### config.mk
export PLATFORM = sky130hd
export DESIGN_NAME = m68k_bus_arbiter
export DESIGN_NICKNAME = d
export VERILOG_FILES = /design/src/rtl/m68k_bus_arbiter.sv
export SDC_FILE = /design/constraint.sdc
export NUM_CORES = 1
export LEC_CHECK = 0
export CORE_ASPECT_RATIO = 2
export CORE_MARGIN = 4
export CORE_UTILIZATION = 42
export CTS_CLUSTER_DIAMETER = 120
export DETAILED_ROUTE_END_ITERATION = 7
export GPL_ROUTABILITY_DRIVEN = 0
export PLACE_DENSITY = 0.73
export SYNTH_ARGS = -nofsm -noshare
export SYNTH_HDL_FRONTEND = slang
export SYNTH_SLANG_ARGS = --single-unit
### constraint.sdc
create_clock -name clk -period 1.79 [get_ports clk]
set_input_delay 0.179 -clock clk [delete_from_list [all_inputs] [get_ports clk]]
set_output_delay 0.179 -clock clk [all_outputs]
set_load 0.02 [all_outputs]
### src/rtl/m68k_bus_arbiter.sv
// 68K-style bus arbiter: hands the local bus to one of NCH DMA channels via
// the BR/BG/BGACK handshake, round-robin between requesters, with a grant
// acknowledge timeout and an over-long hold alarm.
module m68k_bus_arbiter #(
  parameter int NCH      = 2,
  parameter int ACK_TO   = 15,
  parameter int HOLD_MAX = 255,
  localparam int OW      = (NCH > 1) ? $clog2(NCH) : 1
) (
  input  logic           clk,
  input  logic           bgreset,
  input  logic           cpu_cycle_end,
  input  logic           cpu_idle,
  input  logic [NCH-1:0] br_n,
  input  logic [NCH-1:0] bgack_n,
  output logic [NCH-1:0] bg_n,
  output logic           bus_granted,
  output logic [OW-1:0]  owner,
  output logic           ack_err,
  output logic           hold_err
);

  localparam int AW = (ACK_TO > 1) ? $clog2(ACK_TO) : 1;
  localparam int HW = (HOLD_MAX > 0) ? $clog2(HOLD_MAX + 1) : 1;

  typedef enum logic [1:0] {S_IDLE, S_GRANT, S_OWNED, S_REL} state_e;

  state_e         state_q, state_d;
  logic [NCH-1:0] br_s1_q, br_s2_q, ack_s1_q, ack_s2_q;
  logic [NCH-1:0] brs, acks;
  logic [OW-1:0]  owner_q, owner_d, last_owner_q, last_owner_d;
  logic [OW-1:0]  sel, hi_sel, lo_sel;
  logic           hi_found;
  logic [AW-1:0]  ack_cnt_q, ack_cnt_d;
  logic [HW-1:0]  hold_cnt_q, hold_cnt_d;
  logic           ack_to_hit, hold_hit;
  logic [NCH-1:0] bg_n_q, bg_n_d;
  logic           bus_granted_q, bus_granted_d;
  logic           ack_err_q, ack_err_d, hold_err_q, hold_err_d;

  // Two-flop synchronisers for the asynchronous active-low handshake inputs
  always_ff @(posedge clk or posedge bgreset) begin
    if (bgreset) begin
      br_s1_q  <= '1;
      br_s2_q  <= '1;
      ack_s1_q <= '1;
      ack_s2_q <= '1;
    end else begin
      br_s1_q  <= br_n;
      br_s2_q  <= br_s1_q;
      ack_s1_q <= bgack_n;
      ack_s2_q <= ack_s1_q;
    end
  end

  assign brs  = ~br_s2_q;
  assign acks = ~ack_s2_q;

  // Round-robin pick: lowest requester above last_owner, else lowest overall (wrap)
  always_comb begin
    hi_found = 1'b0;
    hi_sel   = '0;
    lo_sel   = '0;
    for (int j = NCH - 1; j >= 0; j--) begin
      if (brs[j]) begin
        if (j > int'(last_owner_q)) begin
          hi_found = 1'b1;
          hi_sel   = OW'(j);
        end
        lo_sel = OW'(j);
      end
    end
    sel = hi_found ? hi_sel : lo_sel;
  end

  // FSM state register
  always_ff @(posedge clk or posedge bgreset) begin
    if (bgreset) state_q <= S_IDLE;
    else         state_q <= state_d;
  end

  // FSM next state; only the owner's request/ack matter once out of IDLE
  always_comb begin
    state_d      = state_q;
    owner_d      = owner_q;
    last_owner_d = last_owner_q;
    ack_to_hit   = 1'b0;
    case (state_q)
      S_IDLE: begin
        if ((|brs) && (cpu_idle || cpu_cycle_end)) begin
          state_d = S_GRANT;
          owner_d = sel;
        end
      end
      S_GRANT: begin
        if (acks[owner_q])                       state_d = S_OWNED;
        else if (!brs[owner_q])                  state_d = S_IDLE;
        else if (ack_cnt_q == AW'(ACK_TO - 1)) begin
          state_d    = S_IDLE;
          ack_to_hit = 1'b1;
        end
      end
      S_OWNED: begin
        if (!acks[owner_q]) state_d = S_REL;
      end
      S_REL: begin
        state_d      = S_IDLE;
        last_owner_d = owner_q;
      end
      default: state_d = S_IDLE;
    endcase
  end

  // FSM outputs and counters, all computed from next state so outputs are registered
  always_comb begin
    bg_n_d = '1;
    if (state_d == S_GRANT) bg_n_d[owner_d] = 1'b0;
    bus_granted_d = (state_d != S_IDLE);
    ack_cnt_d     = (state_q == S_GRANT && state_d == S_GRANT) ? ack_cnt_q + 1'b1 : '0;
    hold_cnt_d    = '0;
    if (state_q == S_OWNED)
      hold_cnt_d = (hold_cnt_q != HW'(HOLD_MAX)) ? hold_cnt_q + 1'b1 : hold_cnt_q;
    hold_hit   = (HOLD_MAX != 0) && (state_q == S_OWNED) && (hold_cnt_q == HW'(HOLD_MAX - 1));
    ack_err_d  = ack_to_hit;
    hold_err_d = hold_hit;
  end

  // Datapath and output registers; async reset drops any grant immediately
  always_ff @(posedge clk or posedge bgreset) begin
    if (bgreset) begin
      owner_q       <= '0;
      last_owner_q  <= OW'(NCH - 1);
      ack_cnt_q     <= '0;
      hold_cnt_q    <= '0;
      bg_n_q        <= '1;
      bus_granted_q <= 1'b0;
      ack_err_q     <= 1'b0;
      hold_err_q    <= 1'b0;
    end else begin
      owner_q       <= owner_d;
      last_owner_q  <= last_owner_d;
      ack_cnt_q     <= ack_cnt_d;
      hold_cnt_q    <= hold_cnt_d;
      bg_n_q        <= bg_n_d;
      bus_granted_q <= bus_granted_d;
      ack_err_q     <= ack_err_d;
      hold_err_q    <= hold_err_d;
    end
  end

  assign bg_n        = bg_n_q;
  assign bus_granted = bus_granted_q;
  assign owner       = owner_q;
  assign ack_err     = ack_err_q;
  assign hold_err    = hold_err_q;

endmodule
# ---- Word-level counts from Yosys, hierarchy flattened
# Cells that the tools add are included.
# W data, S select, Z words.
dict set report op_classes {
  addsub 2
  n_lt_le_gt_ge 4
  eq_ne 8
  mux 27
  n_bitwise 3
  reduce_logical 8
}
# operator n
set op_table {}
lappend op_table {{$mux W1} 16}
lappend op_table {{$mux W8} 2}
lappend op_table {{$mux W2} 6}
lappend op_table {{$add A8 B1 Y8 const B} 1}
lappend op_table {{$eq A8 B8 Y1 const B} 1}
lappend op_table {{$ne A8 B8 Y1 const B} 1}
lappend op_table {{$pmux W2 S4} 1}
lappend op_table {{$not A2 Y2} 3}
lappend op_table {{$add A4 B1 Y4 const B} 1}
lappend op_table {{$eq A2 B1 Y1 const B} 2}
lappend op_table {{$eq A2 B2 Y1 const B} 2}
lappend op_table {{$eq A4 B4 Y1 const B} 1}
lappend op_table {{$logic_and A1 B1 Y1} 4}
lappend op_table {{$lt A1 B2 Y1 const B} 2}
lappend op_table {{$mux W4} 1}
lappend op_table {{$logic_not A2 Y1} 1}
lappend op_table {{$ne A2 B1 Y1 const B} 1}
lappend op_table {{$reduce_bool A2 Y1} 1}
lappend op_table {{$reduce_or A2 Y1} 1}
lappend op_table {{$demux W1 S1} 1}
lappend op_table {{$ge A1 B1 Y1 const B} 1}
lappend op_table {{$gt A1 B1 Y1 const A} 1}
lappend op_table {{$logic_or A1 B1 Y1} 1}
dict set report totals {
  ff_bits 29
  input_bits 8
  output_inout_bits 6
  elab_cells 65
}

# ---- Longest topological paths before layout
dict set report depth {
  ltp_word 12
  depth_mapped 5
}

# ---- Worst setup path after synthesis
# Ideal clock, no wire load.
dict set report synth_path {
  kind {register to register}
  startpoint {reg owner_q (netlist: owner)}
  endpoint {reg state_q[0]}
  setup_time_ns 0.137
  arrival_ns 1.235
  required_time_ns 1.653
  path_slack_ns 0.419
  path_stages_with_launch 5
  n_path_buf 1
  cell_sequence {dfrtp_1 > buf_2 > mux2_1 > nand4_1 > o211ai_1}
}
dict set report synth_via {
  elab_chain_cells 5
  word_cells_on_any_way 8
}
# item line
set synth_rtl {}
lappend synth_rtl {{start, declared} 31} ;# logic [OW-1:0] owner_q, owner_d, last_owner_q, last_owner_d;
lappend synth_rtl {{start signal, assigned} 140} ;# owner_q <= owner_d;
lappend synth_rtl {{$mux W1 (implied by the code) (2 in a row)} 97} ;# else if (!brs[owner_q]) state_d = S_IDLE;
lappend synth_rtl {{$mux W2} 97}
lappend synth_rtl {{$mux W2} 96} ;# if (acks[owner_q]) state_d = S_OWNED;
lappend synth_rtl {{$pmux W2 S4 (*)} 88} ;# case (state_q)
lappend synth_rtl {{via state_d[0]} 28} ;# state_e state_q, state_d;
lappend synth_rtl {{end signal, assigned} 79} ;# else state_q <= state_d;
lappend synth_rtl {{end, declared} 28}
# The timed path passes the listed nets; every way through them passes the cells marked *. The select of a mux whose other input is x is not followed.
# A chain may end at the register's enable or synchronous reset.

# ---- Worst setup path after layout
dict set report layout_path {
  startpoint {reg owner_q (netlist: owner)}
  endpoint {out owner}
}
# item line
set layout_lines {}
lappend layout_lines {{end, declared} 18} ;# output logic [OW-1:0] owner,
# No word-level cell between the ends.

==> reports/qor.yml <==
setup_path:
  r2r_cells: 4
  cp-start-kind: "register"
  crit_buf_inv: 1
  crit_chain: "clkdlybuf4s50_1"
  crit_cells: 1
  crit_fanout: 8
  r2r_end: "hold_cnt_q[5]"
  critPathTopFamily: "buffers and inverters"
  r2r_start: "hold_cnt_q[1]"
  cp.required_ns: 1.61
  slowest_stage: "clkdlybuf4s50_1"
  worstSetupPathType: "reg2out"
  cp_data_arrival_time_ns: 1.45
  regToRegSetupSlack_ns: 0.35
  slowest_delay_ns: 0.66
  end_kind: "output port"
detailed_routing:
  avgViaCountPerCell: 5.872
  drt_iter0_drc: 29
  wl_per_cell_um: 15.19
  vias: 916
  drtPass1Iterations: 4
  drc: 0
  drt_wl_total_mm: 2.370
  drtAntennaViolNets: 0
placement:
  place_area_sq_um: 1410
  port_buffers: 13
  hpwl_mm: 1.730
  dp.cells: 148
cts:
  post_cts_resized: 0
  clock_sinks: 29
  clk_latency_ns: 0.28
  htreeDepth: 2
  postCtsSetupRepairBufs: 0
  clkTransAtPathRegs_ns: 0.06
  clock_path_buffers: 2
  cts_tree: "done"
  cts_buffers: 5
  cts_hold_buffers: 0
  clockRootBuffer: "clkbuf_8"
timing:
  setup_viol: 0
  period_minus_slack_ns: 1.631
  slew_viol_final: 0
  fmax_mhz: 613.1
  fin_skew_ns: 0.009606
  hold_violations: 0
  timing.hold.ws_ns: 0.2518
  worstMarginPinSlew_ns: 0.3872
  fin_crit_sh_pct: 91.11
  setup_tns_ns: 0
  grt_setup_unrepaired: "no"
  maxSlewHeadroom_pct: 74.13
min_path:
  hp-class: "in2async"
logic_synthesis:
  synth_edf_count: 0
  yosysSeqAreaShare_pct: 59.40
  yosysTopAreaCellShare_pct: 36.18
  synth.largest_area_cell: "dfrtp_1"
  synth-main-ff-cell: "dfrtp_1"
  synth.distinct_cells: 38
  synthCells: 106
  syn-cell-area_sq_um: 1245
  yosysWarnings: 0
  avgSynthCellArea_sq_um: 11.74
  syn_nets: 118
  yosysMostFrequentCell: "dfrtp_1"
  synthTopCellsByArea: "dfrtp_1 (36%), dfstp_2 (23%), ha_1 (4.0%)"
  yosys_register_bits: 29
  synthArstFlopShare_pct: 100.0
  yosys-top-cells-count: "dfrtp_1 (18), dfstp_2 (11), nand2_1 (7), inv_1 (6), nor3_1 (6)"
global_route:
  top_usage_layer: "met2"
  grt_pass1_wl_mm: 4.022
  met1_usage_pct: 13.95
  grt_max_degree: 30
  grt_pass1_vias: 950
  antenna_found_initial: 0
  grt_usage_pct: 14.58
  grt.met2_usage_pct: 24.87
  grt_util_met3_pct: 4.459
  grt_remaining_overflow: 0
die:
  die-area_sq_um: 3952
  fp-row-count: 27
  chipWidth_um: 46.50
  die_y_um: 85.00
  start_util_pct: 44.40
  core_area_sq_um: 2804
  io_pins: 14
finish:
  final_area_sq_um: 1500
  area_growth_pct: 20.50
  diodes: 0
  final_nets: 138
  fin_cells: 156
  drive_above_1_share_pct: 17.32
run:
  cap_violations: 0
outcome:
  status: "completed"
power:
  p_leak_uw: 0.0006311
  peakVddDrop_uv: 651.7
  power_density_nw_per_um2: 1269
## stage by stage
step | utilization [%] | total power, uW | setup WS (ns)
4_1_cts | 53.50 | 1920 | 0.1504
3_5_place_dp | 50.29 | 1377 | 0.3428
2_1_floorplan | - | 1211 | 0.4186
5_1_grt | 53.50 | 2015 | 0.1054
3_3_place_gp | 50.29 | 1351 | 0.4528
6_report | 53.50 | 1903 | 0.1591
## flip-flops by register name (all words and copies together), names as in the netlist
signal / cells
ack_cnt_q: 4
ack_err: 1
ack_s1_q: 2
ack_s2_q: 2
bg_n: 2
br_s1_q: 2
br_s2_q: 2
bus_granted: 1
hold_cnt_q: 8
hold_err: 1
last_owner_q: 1
owner: 1
state_q: 2
## final cells by class
type / instances / area (sq um)
fillers: 254 / 1304
flip-flops and latches: 29 / 739.5
multi-input cells: 69 / 466.7
repair buffers: 15 / 145.1
clock buffers: 8 / 90.09
well taps: 29 / 36.28
inverters: 6 / 22.52
## power by group
part	switching, uW	leakage, uW	total, uW	internal, uW
Sequential	98.5	0.000359	881	783
Clock	228	0.0000455	541	312
Combinational	251	0.000226	482	231
## cells by family (layout without fill, tap and decap cells)
| family | Yosys count | in the layout | synth area share [%] |
|---|---|---|---|
| simple gates | 38 | 38 | 16.18 |
| fa+ha+maj | 4 | 4 | 4.020 |
| flops | 29 | 29 | 59.40 |
| mux | 4 | 4 | 3.417 |
| compound gates | 21 | 21 | 12.46 |
| buf+inv | 8 | 29 | 3.115 |
| xor+xnor | 2 | 2 | 1.407 |
## how the worst max path moves through the flow
stage,startpoint,endpoint
final,owner,owner
after floorplan,owner,state_q[0]
after global placement,hold_cnt_q[1],hold_cnt_q[5]
after global routing,owner,owner
after detailed placement,hold_cnt_q[1],hold_cnt_q[5]
after CTS,owner,owner
## layer usage
layer,vias to the layer above,routed length (um)
met2,28,1285
met3,11,135
met4,0,87
li1,424,-
met1,453,861
met5,-,0
## cells in the final DEF, fill, tap and decap left out, types with 2 or more instances in the layout
cell and instances:
nand3_1 5, clkbuf_8 6, dfstp_2 11, ha_1 4
nor3_1 6, a21oi_1 4, buf_4 2, dfrtp_1 18
nand2_1 7, nor2b_1 2, inv_1 6, clkdlybuf4s50_1 13
o21ai_1 2, mux2i_1 2, nand4_1 4, o21ai_0 2
a31oi_1 4, nor2_1 5, and3_1 2, clkbuf_1 2
Power figures use the tool's default switching activity.
==> RTL edit 1 (same flow settings) <==
`ACK_TO`: 15 -> 17.
--- a/src/rtl/m68k_bus_arbiter.sv
+++ b/src/rtl/m68k_bus_arbiter.sv
@@ -5,3 +5,3 @@
   parameter int NCH      = 2,
-  parameter int ACK_TO   = 15,
+  parameter int ACK_TO   = 17,
   parameter int HOLD_MAX = 255,
Function: same outputs for any inputs over 10 cycles, from zero or initial values and one cycle with bgreset high; that may be too few to reach the edited logic, so the function may still have changed.
==> RTL edit 1 against the unedited design <==
  * Wire length decreased by 0.68%
  * Sequential cell count is 1 higher
  * Final area is 4.8% higher
  * Total power grew 2.3%
  * Fmax up 0.56%
  * Sequential power increased by 3.0%
  * Area after synthesis increased by 5.6%
  * Sequential share of layout area down 0.64 points
  * First-iteration DRC count is 59% lower
  * Core utilization shrank 0.73 points
  * Worst setup slack gained 9.2 ps
==> RTL edit 1: results (changes against the unedited design) <==
[worst_hold_path]
min_path_type=in -> async  ; unchanged

[drt]
via_count=911  ; was 916
viasPerCell=5.73  ; was 5.87
routed_wl_um=2350  ; was 2370 um
drt_iter0_drc=12  ; was 29

[synthesis]
synth_cell_type_count=35  ; was 38
yosys-top-cells-area=dfrtp_1 36%, dfstp_2 22%, ha_1 3.8%  ; was dfrtp_1 36%, dfstp_2 23%, ha_1 4.0%
ys_seq_area_frac=0.581  ; was 0.594
syn_nets=121  ; was 118
synthTopCellsByCount=19 x dfrtp_1, 11 x dfstp_2, 9 x nand2_1  ; was 18 x dfrtp_1, 11 x dfstp_2, 7 x nand2_1
postSynthAreaPerCell_um2=12.1  ; was 11.7 um^2

[grt]
grt_max_degree=31  ; was 30
grt_first_pass_wirelength_um=3930  ; was 4020 um
grt_usage=0.134  ; was 0.146
grt_pass1_vias=982  ; was 950

[setup_path]
r2r_slack_ps=440  ; was 350 ps
rr_startpoint=owner  ; was hold_cnt_q[1]
r2r_cells=3  ; was 4
r2r_end=state_q[0]  ; was hold_cnt_q[5]

[final_layout]
top_regs=hold_cnt_q: 8 flops, ack_cnt_q: 5 flops  ; was hold_cnt_q: 8 flops, ack_cnt_q: 4 flops
nFillCells=279  ; was 254
drive_above_1_share=0.194  ; was 0.173
fin_nets=140  ; was 138

[power_and_ir_drop]
p_leak_nw=0.680  ; was 0.631 nW
comb_power_uw=501  ; was 482 uW
peakVddDrop_v=0.000705  ; was 0.000652 V
p_clk_frac=0.277  ; was 0.284
switchingPower_uw=584  ; was 578 uW

[sta]
worstMarginPinSlew_ps=498  ; was 387 ps
fin_skew_ps=4.84  ; was 9.61 ps
timing.hold.ws_ps=271  ; was 252 ps
tns_ps=0  ; unchanged

[place]
dp_cells=151  ; was 148
dpl.hpwl_um=1800  ; was 1730 um
dp_slack_ps=453  ; was 343 ps

[outcome]
outcome=finished clean  ; unchanged

[clock_tree]
cts.clk_slew.worst_paths_ps=60  ; about the same
post_cts_buffers=0  ; unchanged
root_buffer=clkbuf_8  ; unchanged

[floorplan]
rows=28  ; was 27

RTL edit 1: cell types whose count changed after synthesis, sizes merged, moves of 2 or more:
cell / unedited run / this run
mux2i: 2 / 4
nor3: 6 / 1
nand2: 7 / 9
and3: 2 / 4
RTL edit 1: layout make-up:
| cell class | count | area [um^2] | area share |
|---|---|---|---|
| Sequential cell | 30 | 764 | 0.486 |
| Multi-Input combinational cell | 71 | 518 | 0.330 |
| Timing Repair Buffer | 14 | 138 | 0.0876 |
| Clock buffer | 7 | 86.3 | 0.0549 |
| Tap cell | 30 | 37.5 | 0.0239 |
| Inverter | 6 | 22.5 | 0.0143 |
| Clock inverter | 1 | 5.00 | 0.00318 |
RTL edit 1: worst max-delay path by stage:
| stage | from | endpoint | slack, ps |
|---|---|---|---|
| 2_1_floorplan | owner | state_q[0] | 400 |
| 3_3_place_gp | state_q[1] | owner | 470 |
| 3_5_place_dp | owner | bus_granted | 450 |
| 4_1_cts | owner | owner | 150 |
| 5_1_grt | owner | owner | 120 |
| 6_report | owner | owner | 170 |
RTL edit 1: layer usage:
metal | part of all wire | GRT usage
met2 | 0.56 | 0.230
met3 | 0.035 | 0.0435
met4 | 0.051 | 0.100
met1 | 0.35 | 0.118
met5 | 0 | 0
RTL edit 1: kinds of logic (layout without fill, tap and decap cells):
kind of cell,Yosys count,count (layout),synth area share
xor gates and xnor gates,3,3,0.0200
and+or+nand+nor,39,39,0.164
DFF,30,30,0.581
buffers and inverters,8,28,0.0247
AOI/OAI and AO/OA,19,19,0.125
adders and majority gates,4,4,0.0381
muxes,6,6,0.0476
RTL edit 1: through the flow:
step                instance area (um^2)  power (mW)  utilization
detailed placement                  1480        1.43        0.497
finish                              1570        1.95        0.528
floorplan                           1320        1.27            -
CTS                                 1570        1.98        0.528
global route                        1570        2.06        0.528
global placement                    1480        1.41        0.497
==> RTL edit 2 (same settings) <==
Made on the original files. Compare `hold_cnt_q` against `HW'(HOLD_MAX - 1)` with >= in place of ==.
--- a/src/rtl/m68k_bus_arbiter.sv
+++ b/src/rtl/m68k_bus_arbiter.sv
@@ -122,3 +122,3 @@
       hold_cnt_d = (hold_cnt_q != HW'(HOLD_MAX)) ? hold_cnt_q + 1'b1 : hold_cnt_q;
-    hold_hit   = (HOLD_MAX != 0) && (state_q == S_OWNED) && (hold_cnt_q == HW'(HOLD_MAX - 1));
+    hold_hit   = (HOLD_MAX != 0) && (state_q == S_OWNED) && (hold_cnt_q >= HW'(HOLD_MAX - 1));
     ack_err_d  = ack_to_hit;
Function: no difference found for any inputs over 10 cycles, from zero or initial values and one cycle with bgreset high; that may be too few to reach the edited logic, so the function may still have changed.
==> RTL edit 2 against the unedited design <==
  * Core utilization rose by 1.5 points
  * Worst setup slack got worse by 17 ps
  * Wire length fell by 5.2%
  * Final area rose by 2.8%
  * Count of clock-buffer cells in the layout fell by 3
  * Sequential cell count did not move
  * Total power rose by 7.9%
  * Area after synthesis rose by 1.4%
==> RTL edit 2: results (changes against the unedited design) <==
[synthesis]
postSynthAreaPerCell_um2=12.0  ; was 11.7 um^2
syn_nets=117  ; was 118
yosys_warnings=0  ; unchanged
synthTopCellsByCount=18 x dfrtp_1, 11 x dfstp_2, 8 x nand2_1  ; was 18 x dfrtp_1, 11 x dfstp_2, 7 x nand2_1
synth_edf_count=0  ; unchanged
yosys-top-cells-area=dfrtp_1 36%, dfstp_2 23%, ha_1 4.0%  ; unchanged
ys_seq_area_frac=0.586  ; was 0.594
async_flop_share=1.00  ; unchanged
synth_cell_type_count=37  ; was 38

[clock_tree]
htreeDepth=2  ; unchanged
root_buffer=clkbuf_8  ; unchanged
insertion_delay_ps=280  ; about the same

[final_layout]
clk_share=0.0746  ; was 0.0600
inverters=5  ; was 6
nFlopsAndLatches=29  ; unchanged
fin_nets=136  ; was 138
num-nonclk-buffers=14  ; was 15
final-nonclk-buf-share=0.0892  ; was 0.0967
multi_input_area_um2=495  ; was 467 um^2
top_regs=hold_cnt_q: 8 flops, ack_cnt_q: 4 flops  ; unchanged
nClkBuffers=5  ; was 8
nFillCells=244  ; was 254
drive_above_1_share=0.200  ; was 0.173

[place]
dp_cells=146  ; was 148
post_dp_cell_area_mm2=0.00143  ; was 0.00141 mm^2
dp_slack_ps=400  ; was 343 ps
dpl.hpwl_um=1670  ; was 1730 um

[drt]
drt_iter0_drc=17  ; was 29
routed_wl_um=2250  ; was 2370 um
met3_length_um=102  ; was 135 um
route.layer.met1.wl_um=819  ; was 861 um
met2_length_um=1230  ; was 1290 um
via_count=870  ; was 916
viasPerCell=5.65  ; was 5.87

[sta]
worst_slew_margin_rel=0.758  ; was 0.741
timing.hold.ws_ps=255  ; was 252 ps
fin_ws_ps=142  ; was 159 ps
fin_skew_ps=4.81  ; was 9.61 ps

[setup_path]
rr_startpoint=hold_cnt_q[1]  ; unchanged
r2r_slack_ps=390  ; was 350 ps
crit_family=buffers and inverters  ; unchanged
cp_slowest_cell=clkdlybuf4s50_1  ; unchanged
worstSetupEndpoint=owner  ; unchanged
critical_path_arrival_ps=1470  ; was 1450 ps

[power_and_ir_drop]
peakVddDrop_v=0.000537  ; was 0.000652 V
p_leak_nw=0.641  ; was 0.631 nW
power_density_mw_per_mm2=1330  ; was 1270 mW/mm^2

[grt]
met2_usage=0.218  ; was 0.249
grt_usage=0.138  ; was 0.146
grt.met3_usage=0.0588  ; was 0.0446
grt_pass1_vias=946  ; was 950
grt_first_pass_wirelength_um=3910  ; was 4020 um
use_met1=0.136  ; was 0.140

[worst_hold_path]
min_path_type=in -> async  ; unchanged

[outcome]
outcome=finished clean  ; unchanged

-- RTL edit 2: worst min-delay path by stage --
stage and end:
2_1_floorplan ack_s1_q[0], 4_1_cts owner, 3_3_place_gp ack_s2_q[0], 3_5_place_dp br_s2_q[1]
5_1_grt ack_s1_q[0], 6_report owner
-- RTL edit 2: logic make-up after synthesis --
| kind of cell | count (synthesis) | share of synthesized area |
|---|---|---|
| simple gates | 37 | 0.155 |
| flops | 29 | 0.586 |
| compound gates | 22 | 0.151 |
| buf+inv | 7 | 0.0218 |
| mux | 4 | 0.0337 |
| fa+ha+maj | 4 | 0.0396 |
| xor+xnor | 2 | 0.0139 |
-- RTL edit 2: report_power, final --
group | leakage (nW) | switching, mW | total, mW | internal, mW
logic | 0.227 | 0.248 | 0.490 | 0.242
clock network | 0.0543 | 0.255 | 0.671 | 0.416
registers | 0.359 | 0.110 | 0.892 | 0.782
